===== config.mk =====
export PLATFORM = sky130hd
export DESIGN_NAME = mem_io_bridge
export DESIGN_NICKNAME = d
export VERILOG_FILES = /design/src/rtl/mem_io_pkg.sv /design/src/rtl/io_sync_fifo.sv /design/src/rtl/mem_io_bridge.sv
export SDC_FILE = /design/constraint.sdc
export NUM_CORES = 1
export LEC_CHECK = 0
export CAP_MARGIN = 20
export CORE_MARGIN = 8
export CORE_UTILIZATION = 31
export CTS_BUF_LIST = sky130_fd_sc_hd__clkbuf_4 sky130_fd_sc_hd__clkbuf_8 sky130_fd_sc_hd__clkbuf_16
export DETAILED_ROUTE_END_ITERATION = 8
export PLACE_DENSITY = 0.53
export SYNTH_ARGS = -nofsm -noshare
export SYNTH_HDL_FRONTEND = slang
export SYNTH_HIERARCHICAL = 1
export SYNTH_SLANG_ARGS = --single-unit

===== constraint.sdc =====
create_clock -name Clock -period 8.4 [get_ports Clock]
set_clock_uncertainty 0.05 [all_clocks]
set_input_delay 0.84 -clock Clock [delete_from_list [all_inputs] [get_ports Clock]]
set_output_delay 0.84 -clock Clock [all_outputs]
set_load 0.005 [all_outputs]

===== src/rtl/mem_io_pkg.sv =====
// mem_io_pkg
// Shared definitions for the CPU memory / I/O bridge.
// - io_ofs_e     : register offsets inside the 4-word I/O window
// - ST_*         : bit positions inside the STATUS word
// - DEFAULT_IO_BASE : default base address of the I/O window
// - pack_status  : assembles the STATUS read word from its fields
package mem_io_pkg;

  typedef enum logic [1:0] {
    OFS_OUT    = 2'd0,
    OFS_STATUS = 2'd1,
    OFS_IN     = 2'd2,
    OFS_TIMER  = 2'd3
  } io_ofs_e;

  localparam int ST_OUT_FULL  = 0;
  localparam int ST_OUT_EMPTY = 1;
  localparam int ST_IN_VALID  = 2;
  localparam int ST_OVERFLOW  = 3;
  localparam int ST_COUNT_LSB = 4;
  localparam int ST_COUNT_MSB = 8;

  localparam logic [15:0] DEFAULT_IO_BASE = 16'hFF00;

  // Unused STATUS bits always read as zero.
  function automatic logic [15:0] pack_status(input logic       outFull,
                                              input logic       outEmpty,
                                              input logic       inValid,
                                              input logic       overflow,
                                              input logic [4:0] outCount);
    logic [15:0] s;
    s = '0;
    s[ST_OUT_FULL]                = outFull;
    s[ST_OUT_EMPTY]               = outEmpty;
    s[ST_IN_VALID]                = inValid;
    s[ST_OVERFLOW]                = overflow;
    s[ST_COUNT_MSB:ST_COUNT_LSB]  = outCount;
    return s;
  endfunction

endpackage


===== src/rtl/io_sync_fifo.sv =====
// io_sync_fifo
// Single-clock FIFO with synchronous active-high reset.
// Ports:
//   clk_i, reset_i      : clock and synchronous reset (empties the FIFO)
//   push_i, wdata_i     : write request and data
//   pop_i               : read request (head advances)
//   rdata_o             : current head entry (valid when !empty_o)
//   full_o, empty_o     : occupancy flags
//   count_o             : number of stored entries, 0..DEPTH
// A push while full is accepted only if a pop happens in the same cycle.
// DEPTH must be a power of two so the pointers wrap naturally.
module io_sync_fifo #(
  parameter int WIDTH = 16,
  parameter int DEPTH = 8
) (
  input  logic                     clk_i,
  input  logic                     reset_i,
  input  logic                     push_i,
  input  logic [WIDTH-1:0]         wdata_i,
  input  logic                     pop_i,
  output logic [WIDTH-1:0]         rdata_o,
  output logic                     full_o,
  output logic                     empty_o,
  output logic [$clog2(DEPTH):0]   count_o
);

  localparam int AW = $clog2(DEPTH);
  localparam int CW = AW + 1;

  logic [WIDTH-1:0] mem_q [DEPTH];
  logic [AW-1:0]    wrPtr_q, rdPtr_q;
  logic [CW-1:0]    count_q, count_d;
  logic             doPush, doPop;

  assign full_o  = (count_q == CW'(DEPTH));
  assign empty_o = (count_q == '0);
  assign count_o = count_q;
  assign rdata_o = mem_q[rdPtr_q];

  // A pop frees a slot in the same cycle, so push-when-full succeeds if a pop
  // accompanies it.
  assign doPop  = pop_i & ~empty_o;
  assign doPush = push_i & (~full_o | doPop);

  // Occupancy update from the accepted push/pop pair.
  always_comb begin
    count_d = count_q;
    case ({doPush, doPop})
      2'b10:   count_d = count_q + CW'(1);
      2'b01:   count_d = count_q - CW'(1);
      default: count_d = count_q;
    endcase
  end

  // Pointers and storage; reset only clears the bookkeeping, which discards
  // whatever the array holds.
  always_ff @(posedge clk_i) begin
    if (reset_i) begin
      wrPtr_q <= '0;
      rdPtr_q <= '0;
      count_q <= '0;
    end else begin
      if (doPush) begin
        mem_q[wrPtr_q] <= wdata_i;
        wrPtr_q        <= wrPtr_q + AW'(1);
      end
      if (doPop) begin
        rdPtr_q <= rdPtr_q + AW'(1);
      end
      count_q <= count_d;
    end
  end

endmodule


===== src/rtl/mem_io_bridge.sv =====
// mem_io_bridge
// Sits between the CPU memory port and an external synchronous block RAM,
// carving a 4-word memory-mapped I/O window out of the address space.
// Ports:
//   Clock, Reset            : clock, synchronous active-high reset
//   Mem_Addr/Mem_Write/Data_Out : CPU address, write enable, write data
//   Mem_Data                : read data, valid one cycle after the address
//   ram_addr/ram_we/ram_wdata/ram_rdata : block RAM port (1-cycle read)
//   io_out_data/io_out_valid/io_out_ready : output stream (FIFO head)
//   io_in_data/io_in_valid/io_in_ready    : input stream (one-entry latch)
// I/O window (IO_BASE + n): 0 OUT, 1 STATUS, 2 IN, 3 reserved / cycle timer.
// Optional feature macro: MEM_IO_BRIDGE_CYCLE_TIMER_EN maps a free-running
// 16-bit cycle counter at IO_BASE+3.
module mem_io_bridge
  import mem_io_pkg::*;
#(
  parameter int          OUT_DEPTH = 8,
  parameter logic [15:0] IO_BASE   = DEFAULT_IO_BASE,
  parameter int          RAM_AW    = 12
) (
  input  logic              Clock,
  input  logic              Reset,
  input  logic [15:0]       Mem_Addr,
  input  logic              Mem_Write,
  input  logic [15:0]       Data_Out,
  output logic [15:0]       Mem_Data,
  output logic [RAM_AW-1:0] ram_addr,
  output logic              ram_we,
  output logic [15:0]       ram_wdata,
  input  logic [15:0]       ram_rdata,
  output logic [15:0]       io_out_data,
  output logic              io_out_valid,
  input  logic              io_out_ready,
  input  logic [15:0]       io_in_data,
  input  logic              io_in_valid,
  output logic              io_in_ready
);

  localparam int CW = $clog2(OUT_DEPTH) + 1;

  logic [15:0]   ioOffset;
  logic          ioHit;
  io_ofs_e       ioOfs;
  logic          sameAsPrev;
  logic          outPush, outPop, pushDrop, inPop, statusWr;
  logic          outFull, outEmpty;
  logic [CW-1:0] outCount;
  logic [15:0]   statusWord, ioRdData;

  logic          sel_q;
  logic [15:0]   ioRd_q;
  logic [15:0]   prevAddr_q;
  logic          prevWrite_q;
  logic          overflow_q, overflow_d;
  logic          inValid_q, inValid_d;
  logic [15:0]   inData_q, inData_d;

  // Subtracting the base lets the window sit at any alignment.
  assign ioOffset = Mem_Addr - IO_BASE;
  assign ioHit    = (ioOffset[15:2] == 14'd0);
  assign ioOfs    = io_ofs_e'(ioOffset[1:0]);

  assign ram_addr  = Mem_Addr[RAM_AW-1:0];
  assign ram_wdata = Data_Out;
  assign ram_we    = Mem_Write & ~ioHit;

  // The CPU can hold one access for several cycles; only the first cycle of
  // such a run may push or pop.
  assign sameAsPrev = (Mem_Addr == prevAddr_q) && (Mem_Write == prevWrite_q);
  assign outPush    = ioHit && (ioOfs == OFS_OUT) && Mem_Write && !sameAsPrev;
  assign inPop      = ioHit && (ioOfs == OFS_IN) && !Mem_Write && !sameAsPrev;
  assign statusWr   = ioHit && (ioOfs == OFS_STATUS) && Mem_Write;

  assign io_out_valid = ~outEmpty;
  assign outPop       = io_out_valid & io_out_ready;
  assign pushDrop     = outPush & outFull & ~outPop;
  assign io_in_ready  = ~inValid_q;

  io_sync_fifo #(
    .WIDTH(16),
    .DEPTH(OUT_DEPTH)
  ) u_outFifo (
    .clk_i   (Clock),
    .reset_i (Reset),
    .push_i  (outPush),
    .wdata_i (Data_Out),
    .pop_i   (outPop),
    .rdata_o (io_out_data),
    .full_o  (outFull),
    .empty_o (outEmpty),
    .count_o (outCount)
  );

  assign statusWord = pack_status(outFull, outEmpty, inValid_q, overflow_q,
                                  5'(outCount));

`ifdef MEM_IO_BRIDGE_CYCLE_TIMER_EN
  logic [15:0] timer_q, timer_d;

  // Free-running counter; a CPU write to its address reloads it.
  always_comb begin
    timer_d = timer_q + 16'd1;
    if (ioHit && (ioOfs == OFS_TIMER) && Mem_Write) begin
      timer_d = Data_Out;
    end
  end

  always_ff @(posedge Clock) begin
    if (Reset) begin
      timer_q <= '0;
    end else begin
      timer_q <= timer_d;
    end
  end
`endif

  // Value the I/O window presents for the current address; it is registered
  // so I/O reads have the same one-cycle latency as the RAM.
  always_comb begin
    ioRdData = '0;
    if (ioHit) begin
      case (ioOfs)
        OFS_STATUS: ioRdData = statusWord;
        OFS_IN:     ioRdData = inValid_q ? inData_q : 16'h0000;
`ifdef MEM_IO_BRIDGE_CYCLE_TIMER_EN
        OFS_TIMER:  ioRdData = timer_q;
`else
        OFS_TIMER:  ioRdData = 16'h0000;
`endif
        default:    ioRdData = 16'h0000;
      endcase
    end
  end

  // Sticky overflow and the input latch. A CPU pop wins over a producer
  // load, so the latch refills one cycle after being read.
  always_comb begin
    overflow_d = overflow_q;
    if (statusWr) begin
      overflow_d = 1'b0;
    end else if (pushDrop) begin
      overflow_d = 1'b1;
    end

    inValid_d = inValid_q;
    inData_d  = inData_q;
    if (inPop) begin
      inValid_d = 1'b0;
    end else if (io_in_valid && io_in_ready) begin
      inValid_d = 1'b1;
      inData_d  = io_in_data;
    end
  end

  always_ff @(posedge Clock) begin
    if (Reset) begin
      sel_q       <= 1'b0;
      ioRd_q      <= '0;
      prevAddr_q  <= '0;
      prevWrite_q <= 1'b0;
      overflow_q  <= 1'b0;
      inValid_q   <= 1'b0;
      inData_q    <= '0;
    end else begin
      sel_q       <= ioHit;
      ioRd_q      <= ioRdData;
      prevAddr_q  <= Mem_Addr;
      prevWrite_q <= Mem_Write;
      overflow_q  <= overflow_d;
      inValid_q   <= inValid_d;
      inData_q    <= inData_d;
    end
  end

  assign Mem_Data = sel_q ? ioRd_q : ram_rdata;

endmodule


==> results of run 1 <==
[worst paths after layout]
path | depth (start not counted) | slack [ps] | to
worst max-delay path | 12 | 4050 | u_outFifo/count_o[3]$_SDFFE_PP0P_
worst min-delay path | 2 | 410 | ioRd_q[8]$_SDFF_PP0_
worst max register to register | 11 | 5100 | u_outFifo/count_o[3]$_SDFFE_PP0P_
worst min register to register | 2 | 410 | ioRd_q[8]$_SDFF_PP0_
[cells in the final DEF, fill, tap and decap left out, drive strengths merged, types with 4 or more instances in the layout]
cell             n
inv             50
a21oi            7
dfxtp           65
mux2            32
nor2            31
ha               8
xor2            21
clkdlybuf4s50  131
o32ai           16
nor3            15
mux4            32
nor4             6
buf             12
clkbuf          17
nand2            6
a22oi            7
clkinv           4
nor2b           17
edfxtp         128
[area by class of cell]
| type | instances | area, µm² | share of cell area, % |
|---|---|---|---|
| multi-input combinational | 232 | 2387 | 23.63 |
| clock buffer | 17 | 425.4 | 4.212 |
| inverter | 43 | 161.4 | 1.598 |
| clock inverter | 14 | 166.4 | 1.647 |
| timing repair buffer | 143 | 1401 | 13.87 |
| sequential | 193 | 5146 | 50.95 |
| tap | 330 | 412.9 | 4.088 |
[flip-flops by register name, summed over array words and instances (netlist names), named ones only]
signal	flops
inValid_q	1
ioRd_q	16
prevWrite_q	1
u_outFifo/rdPtr_q	3
u_outFifo/mem_q	128
sel_q	1
inData_q	16
overflow_q	1
u_outFifo/count_o	4
prevAddr_q	16
u_outFifo/wrPtr_q	3
[per-stage QoR]
| stage | power (mW) | hold WS [ps] | instance area, µm² | cells | util, % |
|---|---|---|---|---|---|
| floorplan | 1.090 | 374.2 | 7998 | 519 | - |
| global placement | 1.154 | 393.8 | 9509 | 941 | 37.65 |
| detailed placement | 1.156 | 400.5 | 9509 | 941 | 37.65 |
| CTS | 1.961 | 409.2 | 10100 | 972 | 40.00 |
| global route | 2.006 | 419.8 | 10100 | 972 | 40.00 |
| finish | 1.934 | 408.3 | 10100 | 972 | 40.00 |
[routing by layer]
| metal | global-route usage, % | up-vias |
|---|---|---|
| met3 | 4.182 | 9 |
| met2 | 18.55 | 116 |
| met1 | 14.08 | 2240 |
| li1 | - | 2111 |
| met5 | 0 | - |
| met4 | 2.627 | 0 |
[worst register-to-register path, stage by stage, from the launching register on]
cell     delay [ps]
dfxtp_1         320
xor2_1          140
nor4_1          620
nand2_1         220
o21a_1          270
o21ai_4         140
ha_1            270
ha_1            280
a21oi_1         190
a21oi_1         120
or4_1           480
a21oi_1         150
[power groups by stage]
stage          Clock (mW)  Sequential (mW)  Combinational [mW]
6_report            0.801             1.02               0.110
5_1_grt             0.861             1.02               0.121
4_1_cts             0.826             1.02               0.113
3_5_place_dp            0             1.04               0.111
3_3_place_gp            0             1.04               0.110
2_1_floorplan           0             1.04              0.0458
[cells by family (layout without fill, tap and decap cells)]
family / after synthesis / after routing / synth area share (%)
mux: 66 / 66 / 13.77
flops: 193 / 193 / 64.33
xor+xnor: 23 / 23 / 2.519
compound gates: 40 / 40 / 5.194
buf+inv: 94 / 217 / 6.148
fa+ha+maj: 9 / 9 / 1.502
simple gates: 94 / 94 / 6.540
==> reports/qor.csv, run 1 <==
metric;value;unit
CP max-delay cell;or4_1;
pin count of the biggest net entering global routing;42;
Flop pwr share;52.9;%
combinational share of power;5.7;%
row count;58;
sequential area share after synthesis;64.33;%
leakage power;3.327;nW
crit end category;flip-flop;
origin of the critical flop-to-flop path;prevAddr_q[4]$_SDFF_PP0_;
Setup violations, final;0;
IO Port Bufs;131;
HP Class;flip-flop to flip-flop;
Final min period;4353;ps
CP max FO;9;
slew margin rel.;31.25;%
Initial Util;31.67;%
Final #Nets;708;
post-detail-place hpwl;11380;µm
Via Count;4476;
met1 WL;7816;µm
switching power;0.4273;mW
die area;31190;µm²
Final ANT Viol Nets;0;
worst hold start;inData_q[8]$_SDFFE_PP0P_;
TritonCTS clock tree;built;
required time worst endpoint;8700;ps
crit start category;primary input;
TritonCTS sink count;193;
leading area contributor after synthesis;edfxtp_1;
worst skew pair latency;420;ps
Area growth syn-to-layout;26.30;%
crit path kind;primary input to flip-flop;
top sig layer;met4;
RSZ-0062 raised after global routing;no;
Root Buffer Master;clkbuf_16;
Die Span Y;176.6;µm
Die X;176.6;µm
antenna cells;0;
ranking of synthesized cells by area;edfxtp_1 (48%), dfxtp_1 (16%), mux4_2 (9.0%), mux2_2 (4.5%), buf_4 (3.0%);
CP Launch Point;Mem_Addr[2];
Syn Nets;597;
final hold vios;0;
initial antenna violation count;0;
VDD IR max;0.0001230;V
period utilization;51.82;%
max incr delay on CP;710;ps
asr flop ratio synth;0;%
switching power share of the total;22.09;%
Remaining DRCs;0;
Placer Congestion;0.7853;
Cell Int Power;1.507;mW
share of layout cells above drive strength 1;21.50;%
max-cap violations;0;
Ports;132;
Total GRT Usage;11.34;%
post-route setup slack;4047;ps
vias in the first global route;4999;
CTS Hold Bufs;0;
DRT Wirelength;17340;µm
Power Density;191.5;nW/µm²
final global-route overflow total;0;
Synth Register Bits;193;
Post-synth top flop;edfxtp_1;
setup_tns;0;ps
EDFF count, synth;128;
clock transition at the registers of the reported paths;80;ps
H-tree depth;4;
Cells after Synth;519;
Layout fillers;2348;
drt via density;4.605;
clock share of power;41.4;%
syn avg cell area;15.41;µm²
crit path buf inv count;1;
WL per Instance;17.84;µm
most instantiated cells after synthesis;edfxtp_1 (128), dfxtp_1 (65), inv_1 (43);
Synth Warn #;6;
Post-CTS Setup Bufs;0;
worst slack at placement;3630;ps
Routed met3 length;1046;µm
first-pass GRT wire length;27340;µm
number of CTS-inserted buffers;17;
Final Slew Violations;0;
routed wl met2;8327;µm
post-synth cell types;46;
Clock Path Buffers;2;
Worst EP arrival;4660;ps
Max Fclk;229.7;MHz
Pre-antenna DRT Iters;4;
CP delay by family, top;simple AND/OR/NAND/NOR gates;
crit-path cells;clkdlybuf4s50_1 -> or4_1 -> or4_1 -> nor2_1 -> o21a_1 -> o21ai_4 -> ha_1 -> ha_1 -> a21oi_1 -> a21oi_1 -> or4_1 -> a21oi_1;
top-count cell post-synth;edfxtp_1;
status;finished clean;
Core Area;25250;µm²
share of the synthesized area in the top cell type;48.06;%
PostCTS Resize Cnt;0;
Slew @ Worst Pin;1030;ps
Initial DRC Count;183;
Post-Syn Area;7998;µm²
No activity file was read; power rests on OpenSTA's default activity.
==> run 2, diff against run 1 <==
- clock period: 8.4 -> 4.24 ns (I/O delays scaled with it)
==> run 2 against run 1 <==
Register-to-register slack got worse by 4000 ps; non-clock buffer count up 5; via count increased by 0.83%; setup slack got worse by 3600 ps; total power up 93%; cell count rose by 0.41%; sequential power is 99% higher; critical path depth unchanged; critical path type unchanged.
==> reports/qor.csv, run 2 (synthesis gave the netlist of run 1 again) <==
metric;value;unit
status;finished clean;
Die X;176.6;µm
Setup violations, final;0;
RSZ-0062 raised after global routing;no;
Final Non-Filler Cells;976;
Via Count;4513;
Pre-antenna DRT Iters;4;
number of CTS-inserted buffers;17;
Clock Path Buffers;2;
DRT Wirelength;17630;µm
origin of the critical flop-to-flop path;u_outFifo/count_o[1]$_SDFFE_PP0P_;
TritonCTS clock tree;built;
CP max FO;8;
Core Area;25250;µm²
final hold vios;0;
Total GRT Usage;11.57;%
VDD IR max;0.0001805;V
setup_tns;0;ps
PostCTS Resize Cnt;0;
post-route setup slack;446.4;ps
Remaining DRCs;0;
HP Class;flip-flop to flip-flop;
Final min period;3794;ps
final global-route overflow total;0;
max-cap violations;0;
commonest non-fill, non-tap cells in the layout;clkdlybuf4s50_1 (131), edfxtp_1 (128), dfxtp_1 (64);
IO Port Bufs;131;
worst hold start;inData_q[9]$_SDFFE_PP0P_;
pin count of the biggest net entering global routing;33;
slew margin rel.;36.31;%
dpl cells;946;
period utilization;89.47;%
Max Fclk;263.6;MHz
Biggest register;u_outFifo/mem_q;
crit end category;flip-flop;
WL per Instance;18.07;µm
first-pass GRT wire length;27820;µm
initial antenna violation count;0;
Final #Nets;713;
Placer Congestion;0.7652;
row count;58;
required time worst endpoint;4520;ps
Area growth syn-to-layout;26.27;%
Die Span Y;176.6;µm
Slew @ Worst Pin;954.0;ps
max reg flops;128;
most common cell after layout, fill and taps aside;clkdlybuf4s50_1;
Initial Util;31.67;%
drt via density;4.624;
share of layout cells above drive strength 1;21.83;%
crit start category;primary input;
worst slack at placement;52.06;ps
vias in the first global route;5053;
Final Core Density;39.99;%
post-detail-place hpwl;11720;µm
CTS Hold Bufs;0;
antenna cells;0;
Final ANT Viol Nets;0;
Ports;132;
Post-CTS Setup Bufs;0;
Initial DRC Count;159;
leakage power;3.333;nW
die area;31190;µm²
worst skew pair latency;430;ps
Worst EP arrival;4070;ps
TritonCTS sink count;193;
Root Buffer Master;clkbuf_16;
crit path kind;primary input to flip-flop;
CP Launch Point;Mem_Addr[3];
H-tree depth;4;
clock transition at the registers of the reported paths;80;ps
Power Density;370.2;nW/µm²
Final Slew Violations;0;
## run 2: cell types whose count changed in the layout (fill, tap and decap cells not counted)
cell       before  now
clkinv_4        1    3
inv_8           2    3
bufinv_16       1    0
buf_4          12   17
clkinv_8        3    2
clkinv_1        0    1
inv_6           5    2
## run 2: path summary, 6_finish.rpt
kind	endpoint	slack [ps]	cells past startpoint
worst max-delay path	u_outFifo/count_o[3]$_SDFFE_PP0P_	450	12
worst min-delay path	ioRd_q[9]$_SDFF_PP0_	400	2
worst min register to register	ioRd_q[9]$_SDFF_PP0_	400	2
worst max register to register	u_outFifo/count_o[3]$_SDFFE_PP0P_	1080	9
## run 2: metal layers
layer	vias to the layer above	share of wire [%]	GRT usage, %
li1	2118	-	-
met1	2244	44	14.27
met2	138	48	18.63
met3	13	7.2	4.566
met4	0	1.1	3.082
met5	-	0	0
## run 2: critical path: stages
cell             delay (ps)
clkdlybuf4s50_1         460
or4_1                   530
or4_1                   580
nor2_1                  180
o21a_1                  210
o21ai_4                 130
ha_1                    270
ha_1                    330
a21oi_1                 170
a21oi_1                 120
or4_1                   490
a21oi_1                 170
## run 2: area by class of cell
| class | instances | area (µm²) |
|---|---|---|
| inverters | 43 | 161.4 |
| clock inverters | 13 | 126.4 |
| clock buffers | 17 | 425.4 |
| fillers | 2396 | 15160 |
| repair buffers | 148 | 1439 |
| well taps | 330 | 412.9 |
| flip-flops and latches | 193 | 5146 |
| multi-input cells | 232 | 2387 |
## run 2: per-stage QoR
step	area [µm²]	hold WS (ps)	total power [mW]
6_report	10100	404.8	3.739
4_1_cts	10100	401.6	3.794
2_1_floorplan	7998	374.2	2.158
3_3_place_gp	9547	394.8	2.288
3_5_place_dp	9547	393.7	2.292
5_1_grt	10100	427.3	3.888
## run 2: power by group
part | switching (mW) | internal (mW)
clock | 0.725 | 0.768
combinational | 0.0901 | 0.129
sequential | 0.00772 | 2.02
==> run 3, diff against run 2 <==
- SETUP_SLACK_MARGIN: unset -> 0.1
==> results of run 3 <==
No change in the layout: final DEF, timing and power equal those of run 2.
